### src/rtl/tone_sample_gen_if.sv
// tone_sample_gen_if: control and sample bus of the tone sample generator.
//   master: distance logic / DAC side (drives tone controls, receives samples)
//   slave : tone_sample_gen
//   enable_i, freq_word_i, amplitude_i, beep_period_i, beep_on_i : tone controls
//   sample_l_o, sample_r_o, sample_ready_o                       : sample stream
interface tone_sample_gen_if;
  logic        enable_i;
  logic [23:0] freq_word_i;
  logic [7:0]  amplitude_i;
  logic [15:0] beep_period_i;
  logic [15:0] beep_on_i;
  logic [23:0] sample_l_o;
  logic [23:0] sample_r_o;
  logic        sample_ready_o;

  modport master (
    output enable_i, freq_word_i, amplitude_i, beep_period_i, beep_on_i,
    input  sample_l_o, sample_r_o, sample_ready_o
  );

  modport slave (
    input  enable_i, freq_word_i, amplitude_i, beep_period_i, beep_on_i,
    output sample_l_o, sample_r_o, sample_ready_o
  );
endinterface

### src/rtl/tone_sample_gen.sv
// tone_sample_gen: beeping tone source feeding the I2S DAC driver.
//   Phase accumulator tone, gated into beeps of beep_period_i samples with
//   beep_on_i sounding samples each; one signed 24-bit sample pair (L == R)
//   per CLK_PER_SAMPLE clocks with a one-cycle sample_ready_o strobe.
// Ports:
//   clk_i   : clock, rising edge
//   reset_i : asynchronous active-high reset
//   bus     : tone_sample_gen_if.slave (controls in, samples out)
// Configuration:
//   TONE_GEN_TRIANGLE_EN defined   -> triangle wave (one multiplier)
//   TONE_GEN_TRIANGLE_EN undefined -> square wave, no multiplier
module tone_sample_gen #(
  parameter int CLK_PER_SAMPLE = 384,
  parameter int PHASE_W        = 24
) (
  input  logic              clk_i,
  input  logic              reset_i,
  tone_sample_gen_if.slave  bus
);

  localparam int DIV_W = $clog2(CLK_PER_SAMPLE);

  typedef enum logic {IDLE, RUN} state_t;

  state_t               state_q, state_d;
  logic [DIV_W-1:0]     div_cnt_q, div_cnt_d;
  logic [PHASE_W-1:0]   phase_q, phase_d;
  logic [15:0]          beep_cnt_q, beep_cnt_d;
  logic [23:0]          sample_q, sample_d;
  logic                 ready_q, ready_d;
  logic                 tick;
  logic                 sound;
  logic [23:0]          wave;

  assign tick = (div_cnt_q == DIV_W'(CLK_PER_SAMPLE - 1));

  // Waveform of the current (pre-increment) phase.
`ifdef TONE_GEN_TRIANGLE_EN
  logic [22:0]        tri_t;
  logic signed [23:0] tri_c;
  logic signed [8:0]  amp_s;
  logic signed [32:0] prod;
  logic               prod_unused;

  always_comb begin
    tri_t = phase_q[22:0] ^ {23{phase_q[23]}};
    // Centre the 0..2^23-1 ramp around zero: -2^22..2^22-1.
    tri_c = $signed({1'b0, tri_t}) - 24'sd4194304;
    amp_s = $signed({1'b0, bus.amplitude_i});
    prod  = tri_c * amp_s;
    // >>> 7 then truncate; |prod| < 2^30 so bits 30:7 hold the full result.
    wave  = prod[30:7];
  end
  assign prod_unused = ^{prod[32:31], prod[6:0]};
`else
  logic [23:0] amp_word;

  always_comb begin
    amp_word = {1'b0, bus.amplitude_i, 15'b0};
    wave     = phase_q[23] ? (24'd0 - amp_word) : amp_word;
  end
`endif

  always_comb begin
    state_d    = state_q;
    phase_d    = phase_q;
    beep_cnt_d = beep_cnt_q;
    sample_d   = sample_q;
    sound      = 1'b0;
    ready_d    = tick;
    div_cnt_d  = tick ? '0 : div_cnt_q + 1'b1;

    if (tick) begin
      unique case (state_q)
        IDLE: begin
          sample_d   = '0;
          phase_d    = '0;
          beep_cnt_d = '0;
          if (bus.enable_i) state_d = RUN;
        end
        RUN: begin
          if (!bus.enable_i) begin
            state_d    = IDLE;
            sample_d   = '0;
            phase_d    = '0;
            beep_cnt_d = '0;
          end else begin
            sound    = (bus.beep_period_i == 16'd0) ||
                       (beep_cnt_q < bus.beep_on_i);
            sample_d = sound ? wave : 24'd0;
            phase_d  = phase_q + bus.freq_word_i;
            if (bus.beep_period_i == 16'd0) begin
              beep_cnt_d = '0;
            end else if (beep_cnt_q >= bus.beep_period_i - 16'd1) begin
              // New beep: restart phase so every beep opens on the same edge.
              beep_cnt_d = '0;
              phase_d    = '0;
            end else begin
              beep_cnt_d = beep_cnt_q + 16'd1;
            end
          end
        end
        default: state_d = IDLE;
      endcase
    end
  end

  always_ff @(posedge clk_i or posedge reset_i) begin
    if (reset_i) begin
      state_q    <= IDLE;
      div_cnt_q  <= '0;
      phase_q    <= '0;
      beep_cnt_q <= '0;
      sample_q   <= '0;
      ready_q    <= 1'b0;
    end else begin
      state_q    <= state_d;
      div_cnt_q  <= div_cnt_d;
      phase_q    <= phase_d;
      beep_cnt_q <= beep_cnt_d;
      sample_q   <= sample_d;
      ready_q    <= ready_d;
    end
  end

  assign bus.sample_l_o     = sample_q;
  assign bus.sample_r_o     = sample_q;
  assign bus.sample_ready_o = ready_q;

endmodule

### src/flat_wrapper.sv
// flat-port wrapper written by rule: the top's interface ports become plain ports
module tone_sample_gen_flat 
#(
  parameter int CLK_PER_SAMPLE = 384,
  parameter int PHASE_W        = 24
)
  (clk_i, reset_i, bus_enable_i, bus_freq_word_i, bus_amplitude_i, bus_beep_period_i, bus_beep_on_i, bus_sample_l_o, bus_sample_r_o, bus_sample_ready_o);
  tone_sample_gen_if bus_i ();
  input  logic clk_i;
  input  logic reset_i;
  input wire logic [$bits(bus_i.enable_i)-1:0] bus_enable_i;
  input wire logic [$bits(bus_i.freq_word_i)-1:0] bus_freq_word_i;
  input wire logic [$bits(bus_i.amplitude_i)-1:0] bus_amplitude_i;
  input wire logic [$bits(bus_i.beep_period_i)-1:0] bus_beep_period_i;
  input wire logic [$bits(bus_i.beep_on_i)-1:0] bus_beep_on_i;
  output wire logic [$bits(bus_i.sample_l_o)-1:0] bus_sample_l_o;
  output wire logic [$bits(bus_i.sample_r_o)-1:0] bus_sample_r_o;
  output wire logic [$bits(bus_i.sample_ready_o)-1:0] bus_sample_ready_o;
  assign bus_i.enable_i = bus_enable_i;
  assign bus_i.freq_word_i = bus_freq_word_i;
  assign bus_i.amplitude_i = bus_amplitude_i;
  assign bus_i.beep_period_i = bus_beep_period_i;
  assign bus_i.beep_on_i = bus_beep_on_i;
  assign bus_sample_l_o = bus_i.sample_l_o;
  assign bus_sample_r_o = bus_i.sample_r_o;
  assign bus_sample_ready_o = bus_i.sample_ready_o;
  tone_sample_gen #(.CLK_PER_SAMPLE(CLK_PER_SAMPLE), .PHASE_W(PHASE_W)) u_core (.clk_i(clk_i), .reset_i(reset_i), .bus(bus_i));
endmodule
### config.mk
export PLATFORM = sky130hd
export DESIGN_NAME = tone_sample_gen_flat
export DESIGN_NICKNAME = d
export VERILOG_FILES = /design/src/rtl/tone_sample_gen_if.sv /design/src/rtl/tone_sample_gen.sv /design/src/flat_wrapper.sv
export SDC_FILE = /design/constraint.sdc
export NUM_CORES = 1
export LEC_CHECK = 0
export BUFFER_PORTS_ARGS = -buffer_cell sky130_fd_sc_hd__buf_4
export CORE_UTILIZATION = 58
export CTS_CLUSTER_SIZE = 25
export DETAILED_ROUTE_END_ITERATION = 6
export GPL_ROUTABILITY_DRIVEN = 0
export PLACE_DENSITY = 0.85
export REMOVE_ABC_BUFFERS = 1
export SLEW_MARGIN = 40
export SYNTH_ARGS = -nofsm -noshare
export SYNTH_HDL_FRONTEND = slang
export SYNTH_SLANG_ARGS = --single-unit
### constraint.sdc
create_clock -name clk_i -period 6.6 [get_ports clk_i]
set_input_delay 1.32 -clock clk_i [delete_from_list [all_inputs] [get_ports clk_i]]
set_output_delay 1.32 -clock clk_i [all_outputs]
set_load 0.02 [all_outputs]
==> results.md, run 1 <==
* CP max stage delay at 760 ps
* Period utilization at 71.88%
* Cell Count, Final, Fillers Out at 777
* Synth Area in Simple Gates at 17.71%
* Die Wd at 95.21 um
* VDD IR max at 0.09854 mV
* Class of the worst hold path: reg2reg
* H-tree levels at 3
* DIE HEIGHT at 95.21 um
* P_leak at 2.766 nW
* Total gr overflow at 0
* Area Overhead vs Synth at 14.28%
* WHS at 476.9 ps
* Max Slew Vio Count at 0
* Clock Path Buffers at 2
* Adder-cell share of the synthesized area at 15.05%
* Largest area contributor in the netlist: dfrtp_1
* Synth Cell Area at 0.005039 mm^2
* Worst setup SP type: input port
* DRC Markers at 0
* Top-area cell type share of the netlist area at 29.80%
* Setup TNS at 0 ps
* Final hold vios at 0
* PwrDens at 151.3 mW/mm^2
* Pre-CTS setup slack at 1519 ps
* # IOs at 116
* Initial antenna violation count at 0
* Row count at 33
* IO buf count at 85
* Die area at 0.009064 mm^2
* DRT iter0 DRCs at 301
* Ys async rst share at 100.0%
* Crit-path cells: buf_4 > or4_1 > or3_1 > or3_4 > nor3_1 > xnor2_1 > ha_1 > a21oi_1 > o21ai_0 > nor4b_4 > or2b_1 > a31oi_1
* RSZ-0062 raised after global routing: false
* Post-Syn Instances at 593
* Fillers at 650
* Required time of the critical path at 6860 ps
* ANT cells at 0
* CTS buffer count at 9
* Ys flop type: dfrtp_1
* Post-CTS Setup Bufs at 0
* Status: finished clean
* Register Area at 0.001501 mm^2
* Maximum clock frequency at 0.2108 GHz
* Critical Path End Type: flip-flop
* Clk_skew at 9.905 ps
* Slowest stage cell, crit path: nor4b_4
* Post-synth EDFFs at 0
* Post-cts resize count at 0
* Final setup vio count at 0
* Vias after detailed routing at 4,437
* Antenna Nets Post-Route at 0
* Final wirelength at 11,230 um
* GRT Total Usage at 26.25%
* Starting Density at 60.71%
* Synth Area in Compound Gates at 18.55%
* CTS tree: yes
* Vias in the first global route at 4,220
* Fraction of layout cells with a size suffix above 1 at 16.67%
* Per-instance average area after synthesis at 8.497 um^2
* Pin count of the biggest net entering global routing at 61
* Number of synthesized register bits at 60
* Layout net count at 794
* Post-synthesis mux area share at 0.3973%
* Largest family of logic cells by synthesized area: compound AO/OA/AOI/OAI gates
* Final HPWL DP at 8554 um
* PnR worst setup slack at 1856 ps
* Largest cells by area after synthesis: dfrtp_1 (30%), ha_1 (15%), buf_4 (6.0%)
* # clock sinks at 60
* Syn. warnings at 0
* CTS Hold Bufs at 0
* Maximum fanout along the worst path at 18
* Seq/Total Area, Yosys at 29.80%
* DR pass1 iterations at 4
* Core area at 0.008299 mm^2
* Unique masters post-synth at 55
* R2R setup slack at 3520 ps
* Placed Instances at 761
* Via/cell ratio at 5.710
* Max_slew headroom at 47.83%
* Wire length per cell at 14.45 um
* Multi-input combinational cell area at 0.003164 mm^2
* XOR/XNOR share of the synthesized area at 8.865%
* Actual slew at the worst max-slew pin at 779.3 ps
* Data arrival time of the worst path at 5000 ps
* Critical path class: in2reg
* Min Tclk post-route at 4744 ps
* First-pass GRT wire length at 18,730 um
* Worst-Skew Late Latency at 340 ps
* Clk slew on worst S/H paths at 70 ps
* Max-cap violations at 0
* CTS Root Cell: clkbuf_8
-- stage by stage --
step | total power, mW | util, % | area, um^2
3_3_place_gp | 0.5303 | 66.91 | 5553
6_report | 0.8714 | 69.38 | 5758
2_1_floorplan | 0.4772 | - | 4768
5_1_grt | 0.9127 | 69.38 | 5758
4_1_cts | 0.8756 | 69.34 | 5754
3_5_place_dp | 0.5351 | 66.91 | 5553
-- routing by layer --
metal	vias up	track usage (%)	routed length [um]
met2	172	43.99	5401
met3	27	4.226	647
met1	2051	33.52	4894
li1	2187	-	-
met4	0	10.86	282
met5	-	0	0
-- cells in the mapped netlist, types with 13 or more instances --
| cell type | count |
|---|---|
| o21ai_1 | 21 |
| o21ai_0 | 40 |
| ha_1 | 59 |
| nor2_1 | 32 |
| buf_4 | 40 |
| xor2_1 | 26 |
| dfrtp_1 | 60 |
| a21oi_1 | 42 |
| inv_1 | 26 |
| nor3_1 | 13 |
| nand2_1 | 72 |
| xnor2_1 | 25 |
| a31oi_1 | 14 |
-- power by group --
group          leakage [nW]  switching [mW]  internal, mW
registers             0.625               0         0.368
clock network         0.109           0.148         0.192
logic                  2.03          0.0934        0.0698
total                  2.77           0.242         0.630
-- cells by family (layout without fill, tap and decap cells) --
kind of cell / after synthesis / in the layout
DFF: 60 / 60
buffers and inverters: 80 / 130
adders and majority gates: 60 / 60
AOI/OAI and AO/OA: 159 / 159
muxes: 2 / 2
and+or+nand+nor: 180 / 180
other: 1 / 30
xor gates and xnor gates: 51 / 51
-- layout by cell type, fill, tap and decap left out, types with 5 or more instances in the layout --
master / netlist / layout
clkinv_2: 1 / 5
o21bai_1: 5 / 5
o21ai_0: 40 / 40
dfrtp_1: 60 / 60
a31oi_1: 14 / 14
nand4_1: 8 / 8
xor2_1: 26 / 26
o211ai_1: 6 / 6
buf_4: 40 / 86
nand2_1: 72 / 72
a21oi_1: 42 / 42
and3_1: 11 / 11
xnor2_1: 25 / 25
or3_1: 5 / 5
clkbuf_8: 0 / 11
a211oi_1: 6 / 6
o21ai_1: 21 / 21
inv_1: 26 / 25
conb_1: 1 / 30
nand2b_1: 6 / 6
nor2_1: 32 / 32
nand3_1: 9 / 9
nor3_1: 13 / 13
ha_1: 59 / 59
a21o_1: 8 / 8
-- area by class of cell --
class	count	share of cell area [%]
clock inverter	5	0.8692
multi-input combinational	482	54.95
inverter	27	1.782
clock buffer	11	2.629
tap	105	2.282
sequential	60	26.08
timing repair buffer	87	11.41
-- flip-flops by register name, summed over array words and instances, names as in the netlist --
register and count:
u_core.div_cnt_q 9, u_core.beep_cnt_q 16, u_core.bus.sample_ready_o 1, u_core.state_q 1
u_core.bus.sample_l_o 9, u_core.phase_q 24
-- final timing paths --
kind	end	start	depth (start not counted)
worst max-delay path	u_core.beep_cnt_q[12]$_DFFE_PP0P_	bus_beep_period_i[7]	12
worst min-delay path	u_core.div_cnt_q[0]$_DFF_PP0_	u_core.div_cnt_q[0]$_DFF_PP0_	1
worst max register to register	u_core.phase_q[16]$_DFFE_PP0P_	u_core.phase_q[0]$_DFFE_PP0P_	9
worst min register to register	u_core.div_cnt_q[0]$_DFF_PP0_	u_core.div_cnt_q[0]$_DFF_PP0_	1
max in group asynchronous	u_core.div_cnt_q[5]$_DFF_PP0_	reset_i	3
min in group asynchronous	u_core.phase_q[22]$_DFFE_PP0P_	reset_i	3
-- worst max-delay path: cells and delay by family --
kind	cells	cell delay [ps]
and+or+nand+nor	6	2600
adders and majority gates	1	290
buffers and inverters	1	130
xor gates and xnor gates	1	170
AOI/OAI and AO/OA	3	500
Power figures use the tool's default switching activity.
==> run 2, diff against run 1 <==
CORE_UTILIZATION = 50   (was 58)
PLACE_DENSITY = 0.78   (was 0.85)
clock period = 4 ns   (was 6.6 ns; I/O delays follow)
==> results.md, run 2 (synthesis results as in run 1) <==
* Vias in the first global route at 4,199 (-0.50%)
* PnR worst setup slack at 226.4 ps (-1630 ps)
* Final wirelength at 11,290 um (+0.59%)
* Most frequent cells in the layout: buf_4 (103), nand2_1 (72), dfrtp_1 (60), ha_1 (59), a21oi_1 (42)
* Hold Path Depth at 1 (unchanged)
* VDD IR max at 0.1372 mV (+39%)
* R2R setup slack at 1130 ps (-2390 ps)
* DRT iter0 DRCs at 176 (-42%)
* CTS Hold Bufs at 0 (unchanged)
* DRC Markers at 0 (unchanged)
* DIE HEIGHT at 102.4 um (+7.5%)
* Pin count of the biggest net entering global routing at 43 (-30%)
* Slowest stage cell, crit path: or4b_1
* P_leak at 2.847 nW (+2.9%)
* Clk slew on worst S/H paths at 70 ps (about the same)
* CTS Root Cell: clkbuf_8
* Critical path class: in2reg
* Post-CTS Setup Bufs at 0 (unchanged)
* Initial antenna violation count at 0 (unchanged)
* Leading cell type in the layout, fill and taps excluded: buf_4
* Starting Density at 51.55% (-9.2 points)
* Die Wd at 102.4 um (+7.5%)
* PwrDens at 259.6 mW/mm^2 (+72%)
* Critical Path End Type: flip-flop
* Delay-heaviest family, CP: simple AND/OR/NAND/NOR gates
* Max-cap violations at 0 (unchanged)
* Final hold vios at 0 (unchanged)
* H-tree levels at 3 (unchanged)
* # IOs at 116 (unchanged)
* Via/cell ratio at 5.476 (-4.1%)
* Fin area at 0.005949 mm^2 (+3.3%)
* First-pass GRT wire length at 18,510 um (-1.2%)
* Actual slew at the worst max-slew pin at 660.5 ps (-118.8 ps)
* Die area at 0.01048 mm^2 (+16%)
* Launch point of the worst hold path: u_core.div_cnt_q[0]$_DFF_PP0_
* Path depth of the worst reg2reg path at 10 (+1)
* DR pass1 iterations at 5 (+1)
* RSZ-0062 raised after global routing: false
* Worst-Skew Late Latency at 340 ps (about the same)
* Period utilization at 94.34%
* IO buf count at 85 (unchanged)
* Max_slew headroom at 55.67% (+7.8 points)
* Data arrival time of the worst path at 4020 ps (-980 ps)
* Min Tclk post-route at 3774 ps
* Total power at 1.544 mW (+77%)
* Status: finished clean
* Clock Path Buffers at 2 (unchanged)
* Total gr overflow at 0 (unchanged)
* Max reg flops at 24 (unchanged)
* Row count at 36 (+9.1%)
* Final setup vio count at 0 (unchanged)
* CTS tree: yes
* Core area at 0.009774 mm^2 (+18%)
* CP max stage delay at 650 ps (-110 ps)
* Min-Delay Endpoint: u_core.div_cnt_q[0]$_DFF_PP0_
* Pre-CTS setup slack at -113.8 ps (-1633 ps)
* GRT Total Usage at 22.34% (-3.9 points)
* Area after DPL at 0.005710 mm^2 (+2.8%)
* Post-cts resize count at 0 (unchanged)
* Class of the worst hold path: reg2reg
* Required time of the critical path at 4250 ps (-2610 ps)
* Maximum clock frequency at 0.2650 GHz
* Layout net count at 810 (+2.0%)
* # clock sinks at 60 (unchanged)
* Vias after detailed routing at 4,496 (+1.3%)
* Crit-path cells: buf_4 > or4_1 > or3_1 > or3_4 > nor3_1 > xnor2_1 > ha_1 > a21oi_1 > o21ai_0 > or4b_1 > o21ai_0
* FF-to-FF Start: u_core.phase_q[0]$_DFFE_PP0P_
* Top Registers: u_core.phase_q (24), u_core.beep_cnt_q (16)
* Area Overhead vs Synth at 18.08%
* Critical path buffers and inverters at 1 (unchanged)
* Largest Register: u_core.phase_q
* Fraction of layout cells with a size suffix above 1 at 18.60% (+1.9 points)
* Wire length per cell at 13.75 um (-4.8%)
* Antenna Nets Post-Route at 0 (unchanged)
* Max Slew Vio Count at 0 (unchanged)
* Maximum fanout along the worst path at 6 (-12)
* Final HPWL DP at 8696 um (+1.7%)
* ANT cells at 0 (unchanged)
* Worst setup SP type: input port
* Most common cell on crit path: o21ai_0
* Clk_skew at 6.755 ps (-3.150 ps)
* CTS buffer count at 9 (unchanged)
* Setup TNS at 0 ps (unchanged)
* R2R Path End: u_core.phase_q[16]$_DFFE_PP0P_
[run 2: changes by cell type in the layout (fill, tap and decap cells not counted), sizes merged]
| cell | previous run | this run |
|---|---|---|
| buf | 87 | 103 |
| bufinv | 1 | 3 |
| clkbuf | 11 | 9 |
| clkinv | 5 | 3 |
| clkinvlp | 0 | 2 |
[run 2: cell type report]
| class | instances | area [um^2] |
|---|---|---|
| Fill cell | 847 | 3825 |
| Multi-Input combinational cell | 482 | 3164 |
| Sequential cell | 60 | 1501 |
| Timing Repair Buffer | 103 | 773.2 |
| Tap cell | 133 | 166.4 |
| Clock buffer | 9 | 123.9 |
| Clock inverter | 7 | 115.1 |
| Inverter | 27 | 105.1 |
[run 2: per-layer routing]
layer	track usage, %	wire length, um	vias to the layer above
met3	3.078	555	16
met2	39.39	5549	143
met5	0	0	-
met1	28.22	5012	2121
li1	-	-	2216
met4	7.033	174	0
[run 2: power by group]
part | switching, mW | total [mW] | leakage (nW) | internal [mW]
clock network | 0.254 | 0.665 | 0.115 | 0.411
logic | 0.154 | 0.272 | 2.11 | 0.118
registers | 0 | 0.606 | 0.625 | 0.606
total | 0.408 | 1.54 | 2.85 | 1.14
[run 2: worst max path at each step]
| stage | from | endpoint | depth (start not counted) |
|---|---|---|---|
| 2_1_floorplan | bus_beep_period_i[7] | u_core.beep_cnt_q[12]$_DFFE_PP0P_ | 11 |
| 3_3_place_gp | bus_beep_period_i[7] | u_core.beep_cnt_q[14]$_DFFE_PP0P_ | 11 |
| 3_5_place_dp | bus_beep_period_i[7] | u_core.beep_cnt_q[3]$_DFFE_PP0P_ | 11 |
| 4_1_cts | bus_beep_period_i[7] | u_core.beep_cnt_q[0]$_DFFE_PP0P_ | 11 |
| 5_1_grt | bus_beep_period_i[7] | u_core.beep_cnt_q[0]$_DFFE_PP0P_ | 11 |
| 6_report | bus_beep_period_i[7] | u_core.beep_cnt_q[0]$_DFFE_PP0P_ | 11 |
[run 2: worst register-to-register path, delay by kind of cell, from the launching register on]
kind	cells	cell delay, ps
AOI/OAI and AO/OA	6	1350
xor gates and xnor gates	1	170
adders and majority gates	2	650
buffers and inverters	1	200
DFF	1	380
[run 2: stage by stage]
stage / hold WS [ps] / instances / utilization, %
after floorplan: 432.9 / 569 / -
after global placement: 448.3 / 805 / 58.40
after detailed placement: 456.7 / 805 / 58.42
after CTS: 465.9 / 821 / 60.87
after global routing: 473.6 / 821 / 60.87
final: 467.2 / 821 / 60.87
==> run 3, diff against run 2 <==
CORE_UTILIZATION = 55   (was 50)
PLACE_DENSITY = 0.81   (was 0.78)
clock period = 3.5 ns   (was 4 ns; I/O delays follow)
==> results.md, run 3 (synthesis results as in run 1) <==
* Worst-Skew Late Latency at 350 ps (about the same)
* Class of the worst hold path: reg2reg
* Starting Density at 57.22% (+5.7 points)
* Layout net count at 824 (+1.7%)
* Setup TNS at -493.5 ps (-493.5 ps)
* Vias after detailed routing at 4,754 (+5.7%)
* PwrDens at 270.3 mW/mm^2 (+4.1%)
* # IOs at 116 (unchanged)
* DR pass1 iterations at 7 (+2)
* Die Wd at 97.72 um (-4.6%)
* ANT cells at 0 (unchanged)
* Final HPWL DP at 8918 um (+2.5%)
* Via/cell ratio at 5.869 (+7.2%)
* Worst setup SP type: input port
* Maximum clock frequency at 0.2795 GHz
* DRC Markers at 22 (+22)
* Hold Path Depth at 1 (unchanged)
* CTS buffer count at 9 (unchanged)
* Leading cell type in the layout, fill and taps excluded: buf_4
* Final hold vios at 0 (unchanged)
* Status: finished, violations left
* H-tree levels at 3 (unchanged)
* VDD IR max at 0.1878 mV (+37%)
* Required time of the critical path at 3700 ps (-550 ps)
* DIE HEIGHT at 97.72 um (-4.6%)
* Die area at 0.009548 mm^2 (-8.9%)
* Maximum fanout along the worst path at 5 (-1)
* Max Slew Vio Count at 0 (unchanged)
* Cell Count, Final, Fillers Out at 810 (-1.3%)
* Top Registers: u_core.phase_q (24), u_core.beep_cnt_q (16)
* First-pass GRT wire length at 20,910 um (+13%)
* Fraction of layout cells with a size suffix above 1 at 25.93% (+7.3 points)
* P_leak at 3.004 nW (+5.5%)
* Core area at 0.008806 mm^2 (-9.9%)
* Data arrival time of the worst path at 3780 ps (-240 ps)
* Placed Instances at 783 (-2.7%)
* Initial antenna violation count at 0 (unchanged)
* Final wirelength at 13,320 um (+18%)
* Clk slew on worst S/H paths at 80 ps (about the same)
* Total gr overflow at 0 (unchanged)
* Critical Path End Type: flip-flop
* Actual slew at the worst max-slew pin at 602.1 ps (-58.35 ps)
* Most frequent cells in the layout: buf_4 (104), nand2_1 (72), dfrtp_1 (60), ha_1 (58), o21ai_0 (38)
* RSZ-0062 raised after global routing: true
* Path depth of the worst reg2reg path at 10 (unchanged)
* Final setup vio count at 20 (+20)
* CTS tree: yes
* Pin count of the biggest net entering global routing at 61 (+42%)
* Antenna Nets Post-Route at 0 (unchanged)
* Area Overhead vs Synth at 25.13%
* PnR worst setup slack at -78.11 ps (-304.6 ps)
* WHS at 472.4 ps (+5.263 ps)
* Min Tclk post-route at 3578 ps
* DRT iter0 DRCs at 425 (+140%)
* Fillers at 647 (-24%)
* Max_slew headroom at 59.59% (+3.9 points)
* Critical path class: in2reg
* CTS Root Cell: clkbuf_8
* Period utilization at 102.2%
* Largest Register: u_core.phase_q
* # clock sinks at 60 (unchanged)
* Max-cap violations at 0 (unchanged)
* Max reg flops at 24 (unchanged)
* Row count at 34 (-5.6%)
* GRT Total Usage at 26.89% (+4.5 points)
* Wire length per cell at 16.45 um (+20%)
* Vias in the first global route at 4,619 (+10%)
* Clock Path Buffers at 2 (unchanged)
* Violations in the final reports: design-rule violations, negative setup slack
* IO buf count at 85 (unchanged)
* Clk_skew at 7.271 ps (+0.5167 ps)
==> run 3: cell count changes in the layout (fill, tap and decap cells not counted), sizes merged <==
cell    delta
inv        +4
bufinv     -2
clkbuf     +2
buf       +12
clkinv     -2
==> run 3: final timing paths <==
| path | endpoint | slack [ps] | start |
|---|---|---|---|
| setup reg to reg | u_core.beep_cnt_q[12]$_DFFE_PP0P_ | 610 | u_core.div_cnt_q[0]$_DFF_PP0_ |
| min in group asynchronous | u_core.phase_q[11]$_DFFE_PP0P_ | 480 | reset_i |
| hold reg to reg | u_core.div_cnt_q[0]$_DFF_PP0_ | 470 | u_core.div_cnt_q[0]$_DFF_PP0_ |
| max in group asynchronous | u_core.phase_q[1]$_DFFE_PP0P_ | 2630 | reset_i |
| hold / removal | u_core.div_cnt_q[0]$_DFF_PP0_ | 470 | u_core.div_cnt_q[0]$_DFF_PP0_ |
| setup / recovery | u_core.beep_cnt_q[13]$_DFFE_PP0P_ | -80 | bus_beep_period_i[7] |
==> run 3: repair_timing <==
item,4_1_cts,5_1_grt
pin swaps,13,37
buffers inserted,6,2
endpoints found under the setup margin,40,40
hold endpoints to repair,0,0
hold buffers,0,0
gates cloned,1,3
gates resized for setup,16,43
==> run 3: final cells by class <==
cell class / count / area (um^2) / area share (%)
clock buffer: 9 / 123.9 / 1.965
clock inverter: 7 / 82.58 / 1.310
inverter: 27 / 102.6 / 1.627
multi-input combinational: 482 / 3398 / 53.90
sequential: 60 / 1501 / 23.81
tap: 108 / 135.1 / 2.143
timing repair buffer: 117 / 960.9 / 15.24
==> run 3: where the power goes <==
group	internal, mW	total [mW]	switching, mW	leakage [nW]
sequential	0.692	0.692	0	0.625
clock	0.341	0.671	0.330	0.0988
combinational	0.146	0.341	0.195	2.28
==> run 3: critical path, cell delays in order <==
cell      delay, ps
buf_6            90
or4_4           530
or3_4           340
or3_4           350
buf_6           140
nor2_4          130
xnor2_2          80
ha_1            300
nand4_1         150
a221oi_4        390
nor4b_4         100
buf_4           160
buf_6           130
a31oi_4         120
a31oi_1          70
==> run 3: metal layers <==
metal	vias to the layer above	global-route usage, %	wire (um)
met3	45	4.460	861
met4	0	10.49	457
met5	-	0	0
met2	217	47.85	6686
met1	2243	32.47	5315
li1	2249	-	-
==> run 3: through the flow <==
stage                     power, mW  setup WS (ps)  utilization [%]  instance area [um^2]
after CTS                     1.688         -40.69            68.57                  6038
after global routing          1.774         -165.8            71.60                  6305
after floorplan              0.8999         -482.4                -                  4768
after global placement        1.010         -431.0            64.86                  5712
after detailed placement      1.019         -558.6            64.86                  5712
final                         1.704         -78.11            71.60                  6305
